$ cat src/rtl/load_sequencer_rr.sv
`timescale 1ns/1ps
`default_nettype none
// ============================================================================
// Module   : load_sequencer_rr
// Purpose  : Round-robin scheduler that shares one ROM-to-FIFO loader between
//            two requesters. It latches the winner's ROM base address and
//            word count, pulses the loader start, then waits for done. It
//            returns a one-cycle ack on completion, or a one-cycle err on a
//            zero count or a watchdog timeout (the loader is aborted first).
// Revision : 1.0 - initial release
// ============================================================================
module load_sequencer_rr #(
  parameter int ADDR_W  = 8,
  parameter int CNT_W   = 8,
  parameter int TIMEOUT = 1023
) (
  input  logic              clk,
  input  logic              reset,
  input  logic [1:0]        req,
  input  logic [ADDR_W-1:0] base_addr0,
  input  logic [CNT_W-1:0]  n_loads0,
  input  logic [ADDR_W-1:0] base_addr1,
  input  logic [CNT_W-1:0]  n_loads1,
  output logic [1:0]        ack,
  output logic [1:0]        err,
  output logic              busy,
  output logic              grant_id,
  output logic              ld_start,
  output logic [ADDR_W-1:0] ld_base_addr,
  output logic [CNT_W-1:0]  ld_n_loads,
  output logic              ld_abort,
  input  logic              ld_done
);

  // Watchdog counter is a fixed 10 bits; TIMEOUT must lie in 1..1023.
  localparam int             c_tmo_w   = 10;
  localparam logic [c_tmo_w-1:0] c_timeout = c_tmo_w'(TIMEOUT);

  typedef enum logic [2:0] {
    S_IDLE  = 3'd0,
    S_CHECK = 3'd1,
    S_WAIT  = 3'd2,
    S_ACK   = 3'd3,
    S_ABORT = 3'd4,
    S_ERR   = 3'd5
  } state_t;

  state_t               r_state;
  logic                 r_ptr;     // preferred requester when both request
  logic [c_tmo_w-1:0]   r_cnt;     // cycles spent in WAIT

  logic                 w_pick;    // arbitration winner in IDLE
  logic [1:0]           w_grant_oh;
  logic [c_tmo_w-1:0]   w_cnt_inc;
  logic                 w_cnt_expire;

  // Winner selection, one-hot of the current grantee, and watchdog next-value.
  always_comb begin
    w_pick       = (req == 2'b11) ? r_ptr : req[1];
    w_grant_oh   = grant_id ? 2'b10 : 2'b01;
    w_cnt_inc    = r_cnt + c_tmo_w'(1);
    // The second term only guards against an already-saturated counter.
    w_cnt_expire = (w_cnt_inc == c_timeout) || (r_cnt == c_timeout);
  end

  // Sequencer FSM: every output is a register written alongside the state.
  always_ff @(posedge clk or negedge reset) begin
    if (!reset) begin
      r_state      <= S_IDLE;
      r_ptr        <= 1'b0;
      r_cnt        <= '0;
      ack          <= 2'b00;
      err          <= 2'b00;
      busy         <= 1'b0;
      grant_id     <= 1'b0;
      ld_start     <= 1'b0;
      ld_abort     <= 1'b0;
      ld_base_addr <= '0;
      ld_n_loads   <= '0;
    end else begin
      // Pulse outputs default low so each is high for exactly one cycle.
      ack      <= 2'b00;
      err      <= 2'b00;
      ld_start <= 1'b0;
      ld_abort <= 1'b0;

      case (r_state)
        S_IDLE: begin
          if (req != 2'b00) begin
            grant_id     <= w_pick;
            ld_base_addr <= w_pick ? base_addr1 : base_addr0;
            ld_n_loads   <= w_pick ? n_loads1   : n_loads0;
            busy         <= 1'b1;
            r_state      <= S_CHECK;
          end
        end

        S_CHECK: begin
          if (ld_n_loads == '0) begin
            // Nothing to load: report an error without touching the loader.
            err     <= w_grant_oh;
            r_ptr   <= ~grant_id;
            r_state <= S_ERR;
          end else begin
            ld_start <= 1'b1;
            r_cnt    <= '0;
            r_state  <= S_WAIT;
          end
        end

        S_WAIT: begin
          // A done on the very cycle the watchdog expires still completes.
          if (ld_done) begin
            ack     <= w_grant_oh;
            r_ptr   <= ~grant_id;
            r_state <= S_ACK;
          end else begin
            if (r_cnt != c_timeout) begin
              r_cnt <= w_cnt_inc;
            end
            if (w_cnt_expire) begin
              ld_abort <= 1'b1;
              r_state  <= S_ABORT;
            end
          end
        end

        S_ACK: begin
          busy    <= 1'b0;
          r_state <= S_IDLE;
        end

        S_ABORT: begin
          err     <= w_grant_oh;
          r_ptr   <= ~grant_id;
          r_state <= S_ERR;
        end

        S_ERR: begin
          busy    <= 1'b0;
          r_state <= S_IDLE;
        end

        default: begin
          busy    <= 1'b0;
          r_state <= S_IDLE;
        end
      endcase
    end
  end

endmodule
`default_nettype wire
$ cat config.mk
export PLATFORM = sky130hd
export DESIGN_NAME = load_sequencer_rr
export DESIGN_NICKNAME = d
export VERILOG_FILES = /design/src/rtl/load_sequencer_rr.sv
export SDC_FILE = /design/constraint.sdc
export NUM_CORES = 1
export LEC_CHECK = 0
export CORE_MARGIN = 3
export CORE_UTILIZATION = 58
export DETAILED_ROUTE_END_ITERATION = 12
export DONT_BUFFER_PORTS = 1
export PLACE_DENSITY_LB_ADDON = 0.12
export SYNTH_ARGS = -nofsm -noshare
export SYNTH_HDL_FRONTEND = slang
export SYNTH_SLANG_ARGS = --single-unit
$ cat constraint.sdc
create_clock -name clk -period 2.2 [get_ports clk]
set_input_delay 0.33 -clock clk [delete_from_list [all_inputs] [get_ports clk]]
set_output_delay 0.33 -clock clk [all_outputs]
set_load 0.005 [all_outputs]
==> results of run 1 <==
## power groups by stage
stage	logic [mW]	registers (mW)	clock network [mW]
after floorplan	0.694	1.12	0
after global placement	0.689	1.24	0
after detailed placement	0.718	1.25	0
after CTS	0.740	1.24	0.632
after global routing	0.852	1.27	0.667
final	0.736	1.23	0.629
## stage by stage
step | hold slack (ns) | cells | instance area (um2) | util [%] | setup slack (ns)
after CTS | 0.0938 | 238 | 2170 | 68.3 | 0.318
after detailed placement | 0.0352 | 228 | 2030 | 63.8 | 0.344
after global placement | 0.0353 | 228 | 2030 | 63.8 | 0.433
after global routing | 0.0831 | 238 | 2170 | 68.3 | 0.209
final | 0.0932 | 238 | 2170 | 68.3 | 0.322
after floorplan | 0.0344 | 190 | 2000 | - | 0.497
## kinds of logic (layout without fill, tap and decap cells)
kind of cell | count (synthesis) | after routing
flip-flops | 38 | 38
multiplexers | 19 | 19
adder cells (fa/ha/maj) | 2 | 2
AND/OR/NAND/NOR | 68 | 68
XOR/XNOR | 2 | 2
buffers and inverters | 14 | 18
AO/OA/AOI/OAI | 47 | 47
## layout make-up
type | instances | area [um2]
fill | 252 | 1010
multi-input combinational | 138 | 981
sequential | 38 | 951
clock inverter | 2 | 60.1
tap | 44 | 55.1
timing repair buffer | 5 | 52.6
clock buffer | 6 | 51.3
inverter | 5 | 18.8
## how the worst max path moves through the flow
stage                     cells after the start       end  startpoint
final                                         5  r_cnt[3]    r_cnt[1]
after CTS                                     5  r_cnt[3]    r_cnt[0]
after floorplan                               5  r_cnt[3]    r_cnt[0]
after global placement                        4  r_cnt[7]  r_state[2]
after detailed placement                      5  r_cnt[3]    r_cnt[0]
after global routing                          5  r_cnt[3]    r_cnt[1]
## Yosys cell counts, drive strengths merged
cell,n,area (um2)
o311ai,1,8.76
o31a,1,17.5
mux2,2,22.5
o2bb2ai,1,8.76
a21o,1,7.51
and2,2,12.5
o31ai,3,22.5
nor4b,1,23.8
nor3b,1,7.51
o22a,1,8.76
o21bai,1,7.51
a211o,3,26.3
o211a,1,10.0
o21ba,1,10.0
and3,4,25.0
a211oi,3,22.5
nor2b,1,6.26
a21oi,18,90.1
ha,2,25.0
nand4b,2,17.5
or3,3,18.8
nand2,8,30.0
nand2b,2,12.5
nor3,8,40.0
inv,5,18.8
buf,9,50.0
dfrtp,38,951
a221o,2,20.0
nand3,6,30.0
nand4,1,12.5
o21ai,8,40.0
nor4,4,70.1
xnor2,2,17.5
mux2i,17,170
o22ai,1,6.26
a2111oi,1,27.5
nor2,25,101
## flip-flops by register name, indices dropped and copies added, names as in the netlist
name	cells
r_ptr	1
err	2
ld_abort	1
ld_start	1
r_cnt	10
r_state	3
grant_id	1
ack	2
ld_n_loads	8
ld_base_addr	8
busy	1
## per-layer routing
| metal | share of wire (%) | wire, um | global-route usage (%) | up-vias |
|---|---|---|---|---|
| li1 | - | - | - | 707 |
| met1 | 41 | 1660 | 27.1 | 700 |
| met2 | 51 | 2070 | 35.4 | 42 |
| met3 | 6.5 | 263 | 7.80 | 6 |
| met4 | 1.4 | 55 | 6.33 | 0 |
| met5 | 0 | 0 | 0 | - |
## placed cells by master (no fill, tap or decap), types with 4 or more instances in the layout
cell and n:
inv_1 4, nand3_1 6, and3_1 4, mux2i_1 17, clkbuf_4 5, nor2_1 24, dfrtp_1 38, nor3_1 8
nand2_1 8, a21oi_1 18, o21ai_0 7
==> results.json, run 1 <==
{
  "firstDrtPassIters": 4,
  "finClkSkew_ns": 0.0146,
  "slowest_delay_ns": 0.44,
  "crit_buf_inv": 0,
  "drive_gt1_share_pct": 12.9,
  "clock_sinks": 38,
  "wirelength_um": 4050,
  "switching_power_mw": 0.955,
  "syn_area_um2": 2000,
  "regToRegSetupSlack_ns": 0.32,
  "hp-class": "input pin to flop",
  "status": "completed",
  "power_mw": 2.59,
  "num-nets-final": 232,
  "ant_nets": 0,
  "cp-end-kind": "flop",
  "synth.mux.area_fraction_pct": 9.65,
  "drc": 0,
  "cts_buffer_depth": 2,
  "ys_seq_area_share_pct": 47.6,
  "fin_crit_ns": 1.88,
  "drv_cap": 0,
  "period_share_pct": 85.4,
  "drtIter0Drc": 102,
  "cts_resized": 0,
  "clk-insertion-delay-late_ns": 0.36,
  "die_w_um": 64.7,
  "start_kind": "flop",
  "crit_path_top_delay_cell": "dfrtp_1",
  "worstMarginPinSlew_ns": 0.546,
  "maxSlewHeadroom_pct": 63.6,
  "hold_viol": 0,
  "whs_path_depth": 2,
  "die_h_um": 64.7,
  "avgSynthCellArea_um2": 10.5,
  "synth_top_family_by_area": "simple AND/OR/NAND/NOR gates",
  "rsz0062_at_grt": "false",
  "vias": 1455,
  "clock_power_share_pct": 24.2,
  "dp_hpwl_um": 2850,
  "worstPathMaxFanout": 9,
  "sequentialPowerShare_pct": 47.4,
  "worstPathArrival_ns": 2.13,
  "pwr_density_cell_nw_per_um2": 1200,
  "synthCells": 190,
  "reg2reg_depth": 5,
  "ys_ff_latch": 38,
  "gp_congestion": 0.782,
  "criticalPathCategory": "flop to flop",
  "postCtsHoldBufs": 2,
  "synthSimpleGateAreaFrac_pct": 20.4,
  "path_clk_slew_ns": 0.12,
  "coreArea_um2": 3180,
  "tns_ns": 0,
  "cts_root_buf": "clkbuf_4",
  "slew_violations": 0,
  "worstPathRequired_ns": 2.46,
  "reg2reg_to": "r_cnt[3]",
  "ir_drop_uv": 631,
  "combPwrFrac_pct": 28.4,
  "grt_pass1_vias": 1403,
  "io_buffers": 0,
  "gr-total-overflow": 0,
  "syn_to_final_growth_pct": 8.65,
  "cts_tree": "built",
  "antennaDiodeCount": 0,
  "die-area_um2": 4180,
  "final-setup-viol-count": 0,
  "syn_nets": 229,
  "start_util_pct": 62.8,
  "p_int_mw": 1.64,
  "yosys_warnings": 0,
  "rows": 20,
  "io_pins": 61,
  "hp-start": "ld_done",
  "rr_startpoint": "r_cnt[1]",
  "ys_types": 41,
  "synth_fa_ha_area_share_pct": 1.25,
  "grt_usage_pct": 21.7,
  "cts-htree-levels": 2,
  "post_drt_wl_per_cell_um": 17.0,
  "leakage_nw": 0.948,
  "cts_setup_buffers": 0,
  "sw_frac_of_total_pct": 36.8,
  "synth-xor-area-share_pct": 0.877,
  "hold_path_end": "ack[0]",
  "path_cells": "ha_1, nand3_1, o31a_4, and3_1, a211o_1",
  "grt_antenna_before_repair": 0,
  "vias_per_cell": 6.11,
  "max_freq_mhz": 532,
  "synth-compound-area-share_pct": 16.7,
  "grt_start_max_net_pins": 39,
  "grt_pass1_wl_um": 6900,
  "cts_made_buffers": 5,
  "path_delay_family": "compound AO/OA/AOI/OAI gates"
}
Note: power is estimated with default switching activity, not from simulation.
==> run 2, diff against run 1 <==
Settings changed: ABC_AREA set to 1, CELL_PAD_IN_SITES_DETAIL_PLACEMENT set to 0, CELL_PAD_IN_SITES_GLOBAL_PLACEMENT set to 1, CORE_UTILIZATION 58 to 44.
==> run 2 against run 1 <==
Effect of this change: combinational power rose by 18%; total power fell by 1.3%; core utilization fell by 17 points; cell count rose by 26%; sequential share of layout area rose by 1.1 points; worst hold slack improved by 0.13 ns; critical path depth rose by 5; sequential power fell by 8%; wire length fell by 1.5%; final area fell by 2.4%; critical endpoint is now r_cnt[0].
==> results.json, run 2 <==
{
  "status": "completed",
  "clk-insertion-delay-late_ns": 0.28,
  "yosys_warnings": 0,
  "clock_sinks": 38,
  "combPwrFrac_pct": 33.8,
  "final-setup-viol-count": 0,
  "ys_types": 26,
  "gr-total-overflow": 0,
  "synthFlopType": "dfrtp_1",
  "synth_most_common_cell": "nand2_1",
  "ant_nets": 0,
  "switching_power_mw": 0.997,
  "clock_power_share_pct": 22.1,
  "p_int_mw": 1.56,
  "syn_nets": 283,
  "vias": 1532,
  "timing.hold.ws_ns": 0.222,
  "ir_drop_uv": 513,
  "cts_tree": "built",
  "coreArea_um2": 4120,
  "rr_startpoint": "r_cnt[0]",
  "num-nets-final": 288,
  "slowest_delay_ns": 0.47,
  "cts_root_buf": "clkbuf_8",
  "rows": 23,
  "wirelength_um": 3990,
  "cts_resized": 0,
  "start_util_pct": 47.1,
  "leakage_nw": 0.997,
  "avgSynthCellArea_um2": 7.94,
  "final_cell_mix": "nand2_1, nor2_1, dfrtp_1",
  "synth-compound-area-share_pct": 15.1,
  "die-area_um2": 5230,
  "finClkSkew_ns": 0.00784,
  "criticalPathCategory": "flop to flop",
  "reg2reg_to": "r_cnt[0]",
  "slew_violations": 0,
  "synth_area_leaders": "dfrtp_1, nand2_1, o21ai_0",
  "worstPathArrival_ns": 2.02,
  "path_depth": 10,
  "syn_to_final_growth_pct": 9.37,
  "worstPathRequired_ns": 2.36,
  "rsz0062_at_grt": "false",
  "grt_pass1_wl_um": 6980,
  "vias_per_cell": 5.11,
  "hp-start": "n_loads1[1]",
  "pwr_density_cell_nw_per_um2": 1210,
  "synthTopCellsByCount": "nand2_1, nor2_1, dfrtp_1",
  "largestRegisters": "r_cnt (10), ld_base_addr (8), ld_n_loads (8)",
  "synth.mux.area_fraction_pct": 0,
  "drc": 0,
  "firstDrtPassIters": 4,
  "syn_area_um2": 1940,
  "sequentialPowerShare_pct": 44.1,
  "gp_congestion": 0.803,
  "crit_buf_inv": 2,
  "cts_made_buffers": 5,
  "place_ws_ns": 0.319,
  "hold_viol": 0,
  "antennaDiodeCount": 0,
  "startpoint": "r_cnt[0]",
  "sw_frac_of_total_pct": 38.9,
  "regToRegSetupSlack_ns": 0.34,
  "dp_hpwl_um": 2980,
  "path_cells": "ha_1, nand2_1, inv_1, nand4_1, nor2_2, o21ai_1, nand2_2, inv_2, nand2_4, o21ai_1",
  "start_kind": "flop",
  "worstPathMaxFanout": 12,
  "largest_reg_flops": 10,
  "synthSimpleGateAreaFrac_pct": 25.3,
  "io_buffers": 0,
  "ys_seq_area_share_pct": 49.1,
  "cp-end-kind": "flop",
  "cp_common_cell": "o21ai_1",
  "tns_ns": 0,
  "synth_fa_ha_area_share_pct": 1.29,
  "grt_antenna_before_repair": 0,
  "ys_ff_latch": 38,
  "period_share_pct": 84.7,
  "post-place-cells": 290,
  "synthCells": 244,
  "worstMarginPinSlew_ns": 0.514,
  "die_h_um": 72.3,
  "die_w_um": 72.3,
  "fin_crit_ns": 1.86,
  "hp-class": "input pin to flop",
  "synth_top_area_share_pct": 49.1,
  "cts_buffer_depth": 2,
  "path_delay_family": "simple AND/OR/NAND/NOR gates",
  "critical_path.endpoint": "r_cnt[0]",
  "synth_top_family_by_area": "simple AND/OR/NAND/NOR gates",
  "synth-xor-area-share_pct": 0.904,
  "crit_path_top_delay_cell": "dfrtp_1",
  "regMostFlops": "r_cnt",
  "reg2reg_depth": 10,
  "synth_top_cell_by_area": "dfrtp_1",
  "synth_async_sr_flop_share_pct": 100,
  "finalWorstSetupSlack_ns": 0.336,
  "drv_cap": 0,
  "layout.cells.non_filler": 300,
  "grt_usage_pct": 17.0,
  "grt_start_max_net_pins": 39,
  "synth_edf_count": 0,
  "post_drt_wl_per_cell_um": 13.3,
  "io_pins": 61,
  "mostFrequentLayoutCell": "nand2_1",
  "drive_gt1_share_pct": 12.4,
  "path_clk_slew_ns": 0.07,
  "grt_pass1_vias": 1541,
  "maxSlewHeadroom_pct": 65.7,
  "max_freq_mhz": 537,
  "drtIter0Drc": 125,
  "cts-htree-levels": 2
}
run 2: power groups by stage:
stage | logic (mW) | clock network [mW] | registers [mW]
finish | 0.867 | 0.566 | 1.13
global route | 1.04 | 0.612 | 1.17
floorplan | 0.731 | 0 | 1.10
detailed placement | 0.860 | 0 | 1.15
global placement | 0.852 | 0 | 1.15
CTS | 0.879 | 0.593 | 1.14
run 2: metrics by stage:
| step | power, mW | area [um2] | util [%] |
|---|---|---|---|
| 3_3_place_gp | 2.00 | 1980 | 48.2 |
| 3_5_place_dp | 2.01 | 1980 | 48.2 |
| 2_1_floorplan | 1.83 | 1940 | - |
| 4_1_cts | 2.61 | 2120 | 51.5 |
| 5_1_grt | 2.82 | 2120 | 51.5 |
| 6_report | 2.56 | 2120 | 51.5 |
run 2: cell families after synthesis:
group | Yosys count
AOI/OAI and AO/OA | 50
xor gates and xnor gates | 2
adders and majority gates | 2
buffers and inverters | 40
DFF | 38
and+or+nand+nor | 112
run 2: area by class of cell:
| class | count | area [um2] |
|---|---|---|
| well taps | 50 | 62.6 |
| inverters | 34 | 128 |
| clock inverters | 1 | 30.0 |
| clock buffers | 7 | 76.3 |
| multi-input cells | 166 | 826 |
| fillers | 415 | 2000 |
| flip-flops and latches | 38 | 951 |
| repair buffers | 4 | 45.0 |
run 2: metal layers:
layer	global-route usage (%)	share of wire (%)	vias to the layer above
met3	6.09	8.8	2
li1	-	-	787
met2	25.1	43	49
met1	23.2	48	694
met4	5.64	0.43	0
met5	0	0	-
run 2: worst min path at each step:
| stage | end | slack (ns) | cells after the start |
|---|---|---|---|
| floorplan | ack[0] | 0.03 | 0 |
| global placement | r_cnt[2] | 0.04 | 0 |
| detailed placement | r_cnt[2] | 0.04 | 0 |
| CTS | ld_n_loads[1] | 0.21 | 2 |
| global route | ld_n_loads[1] | 0.22 | 2 |
| finish | ld_n_loads[1] | 0.22 | 2 |
run 2: worst register-to-register path, stage by stage, from the launching register on:
cell     delay [ns]
dfrtp_1        0.47
ha_1           0.23
nand2_1        0.06
inv_1          0.13
nand4_1        0.16
nor2_2         0.13
o21ai_1        0.08
nand2_2        0.21
inv_2          0.10
nand2_4        0.13
o21ai_1        0.07
run 2: timing repair:
action / 4_1_cts / 5_1_grt
setup buffers: 0 / 0
hold buffers: 2 / 0
hold endpoints to repair: 38 / 0
==> run 3, diff against run 2 <==
Settings changed: CORE_UTILIZATION 44 to 40.
Clock period 2.2 ns to 1.6 ns, I/O delays scaled along.
==> run 3 against run 2 <==
Effect of this change: flip-flop and latch count did not move; combinational power rose by 81%; critical path depth did not move; count of clock-buffer cells in the layout fell by 1; non-clock buffer count rose by 16; global-route usage fell by 0.99 points; clock skew fell by 0.0042 ns; core utilization rose by 0.14 points; total power rose by 53%; worst hold slack got worse by 0.10 ns; critical endpoint is now r_cnt[9]; largest cell class unchanged; highest routed layer unchanged.
==> results.json, run 3 (synthesis gave the netlist of run 2 again) <==
{
  "num-nets-final": 304,
  "drive_gt1_share_pct": 23.8,
  "rsz0062_at_grt": "true",
  "worstMarginPinSlew_ns": 0.394,
  "ir_drop_uv": 720,
  "gr-total-overflow": 0,
  "finClkSkew_ns": 0.00364,
  "switching_power_mw": 1.51,
  "die_h_um": 75.6,
  "cts_made_buffers": 5,
  "grt_start_max_net_pins": 39,
  "hold_viol": 0,
  "io_pins": 61,
  "grt_antenna_before_repair": 0,
  "ant_nets": 0,
  "p_int_mw": 2.41,
  "cts_tree": "built",
  "firstDrtPassIters": 4,
  "rows": 24,
  "largest_reg_flops": 10,
  "final_cell_mix": "nand2_1, dfrtp_1, nor2_1",
  "slew_violations": 0,
  "critical_path.endpoint": "r_cnt[9]",
  "startpoint": "r_cnt[0]",
  "worstPathRequired_ns": 1.78,
  "tns_ns": 0,
  "grt_pass1_wl_um": 6800,
  "worstPathArrival_ns": 1.74,
  "mostFrequentLayoutCell": "nand2_1",
  "die-area_um2": 5710,
  "drtIter0Drc": 104,
  "reg2reg_depth": 10,
  "clock_power_share_pct": 21.2,
  "place_ws_ns": -0.0240,
  "largestRegisters": "r_cnt (10), ld_base_addr (8), ld_n_loads (8)",
  "period_share_pct": 97.2,
  "final-setup-viol-count": 0,
  "antennaDiodeCount": 0,
  "post_drt_wl_per_cell_um": 13.5,
  "busiest_layer": "met2",
  "die_w_um": 75.6,
  "hp-class": "input pin to flop",
  "max_freq_mhz": 643,
  "finalWorstSetupSlack_ns": 0.0447,
  "regMostFlops": "r_cnt",
  "grt_use_met2_pct": 23.5,
  "dp_hpwl_um": 3190,
  "grt_usage_pct": 16.0,
  "grt_pass1_vias": 1528,
  "fin_crit_ns": 1.56,
  "syn_to_final_growth_pct": 20.0,
  "vias": 1582,
  "combPwrFrac_pct": 39.9,
  "cp-end-kind": "flop",
  "start_kind": "flop",
  "gp_congestion": 0.791,
  "timing.hold.ws_ns": 0.120,
  "cts_root_buf": "clkbuf_8",
  "wirelength_um": 4280,
  "worstPathMaxFanout": 7,
  "layout.cells.non_filler": 317,
  "vias_per_cell": 4.99,
  "post-place-cells": 304,
  "path_clk_slew_ns": 0.07,
  "start_util_pct": 43.0,
  "leakage_nw": 1.08,
  "maxSlewHeadroom_pct": 73.7,
  "grt_use_met3_pct": 5.94,
  "io_buffers": 0,
  "pwr_density_cell_nw_per_um2": 1690,
  "clk-insertion-delay-late_ns": 0.29,
  "reg2reg_to": "r_cnt[9]",
  "cts-htree-levels": 2,
  "drv_cap": 0,
  "regToRegSetupSlack_ns": 0.04,
  "sequentialPowerShare_pct": 38.9,
  "sw_frac_of_total_pct": 38.6,
  "fin_util_pct": 51.6,
  "criticalPathCategory": "flop to flop",
  "grtUsageMet1_pct": 21.4,
  "cts_buffer_depth": 2,
  "status": "completed",
  "rr_startpoint": "r_cnt[0]",
  "drc": 0,
  "clock_sinks": 38,
  "coreArea_um2": 4500
}
## run 3: timing repair
action,in CTS,in global routing
setup endpoints to repair,6,26
buffers inserted,0,4
hold buffers,2,0
endpoints found under the hold margin,38,0
pin swaps,1,9
resized for setup,3,22
## run 3: area by class of cell
cell class	instances	area [um2]
clock buffer	6	82.6
clock inverter	1	30.0
fill	440	2180
inverter	34	133
multi-input combinational	166	878
sequential	38	951
tap	52	65.1
timing repair buffer	20	185
## run 3: critical path, cell delays in order, from the launching register on
cell     delay [ns]
dfrtp_1        0.37
ha_2           0.19
nand2_2        0.07
inv_4          0.09
nand4_1        0.12
nor2_2         0.18
o21ai_2        0.08
nand2_2        0.12
inv_4          0.07
nand2_8        0.10
o21ai_2        0.07
## run 3: through the flow
step / cell area, um2 / power [mW]
after global placement: 2090 / 2.97
after detailed placement: 2090 / 2.96
final: 2320 / 3.93
after floorplan: 1940 / 2.51
after global routing: 2320 / 4.27
after CTS: 2240 / 3.84
## run 3: layer usage
layer | wire [um] | vias up
li1 | - | 821
met1 | 1960 | 704
met2 | 1930 | 51
met3 | 334 | 6
met4 | 63 | 0
met5 | 0 | -
## run 3: how the worst min path moves through the flow
| stage | depth (start not counted) | from | to | slack, ns |
|---|---|---|---|---|
| 3_5_place_dp | 0 | reset | r_cnt[2] | -0.05 |
| 5_1_grt | 2 | n_loads1[2] | ld_n_loads[2] | 0.13 |
| 2_1_floorplan | 0 | reset | ack[0] | -0.06 |
| 3_3_place_gp | 0 | reset | r_cnt[2] | -0.05 |
| 4_1_cts | 2 | n_loads1[6] | ld_n_loads[6] | 0.12 |
| 6_report | 2 | base_addr1[6] | ld_base_addr[6] | 0.12 |
## run 3: power by group through the flow
stage	Clock [mW]	Sequential (mW)	Combinational, mW
final	0.834	1.53	1.57
after global routing	0.902	1.58	1.79
after CTS	0.857	1.54	1.45
after detailed placement	0	1.55	1.41
after global placement	0	1.55	1.42
after floorplan	0	1.51	1.01
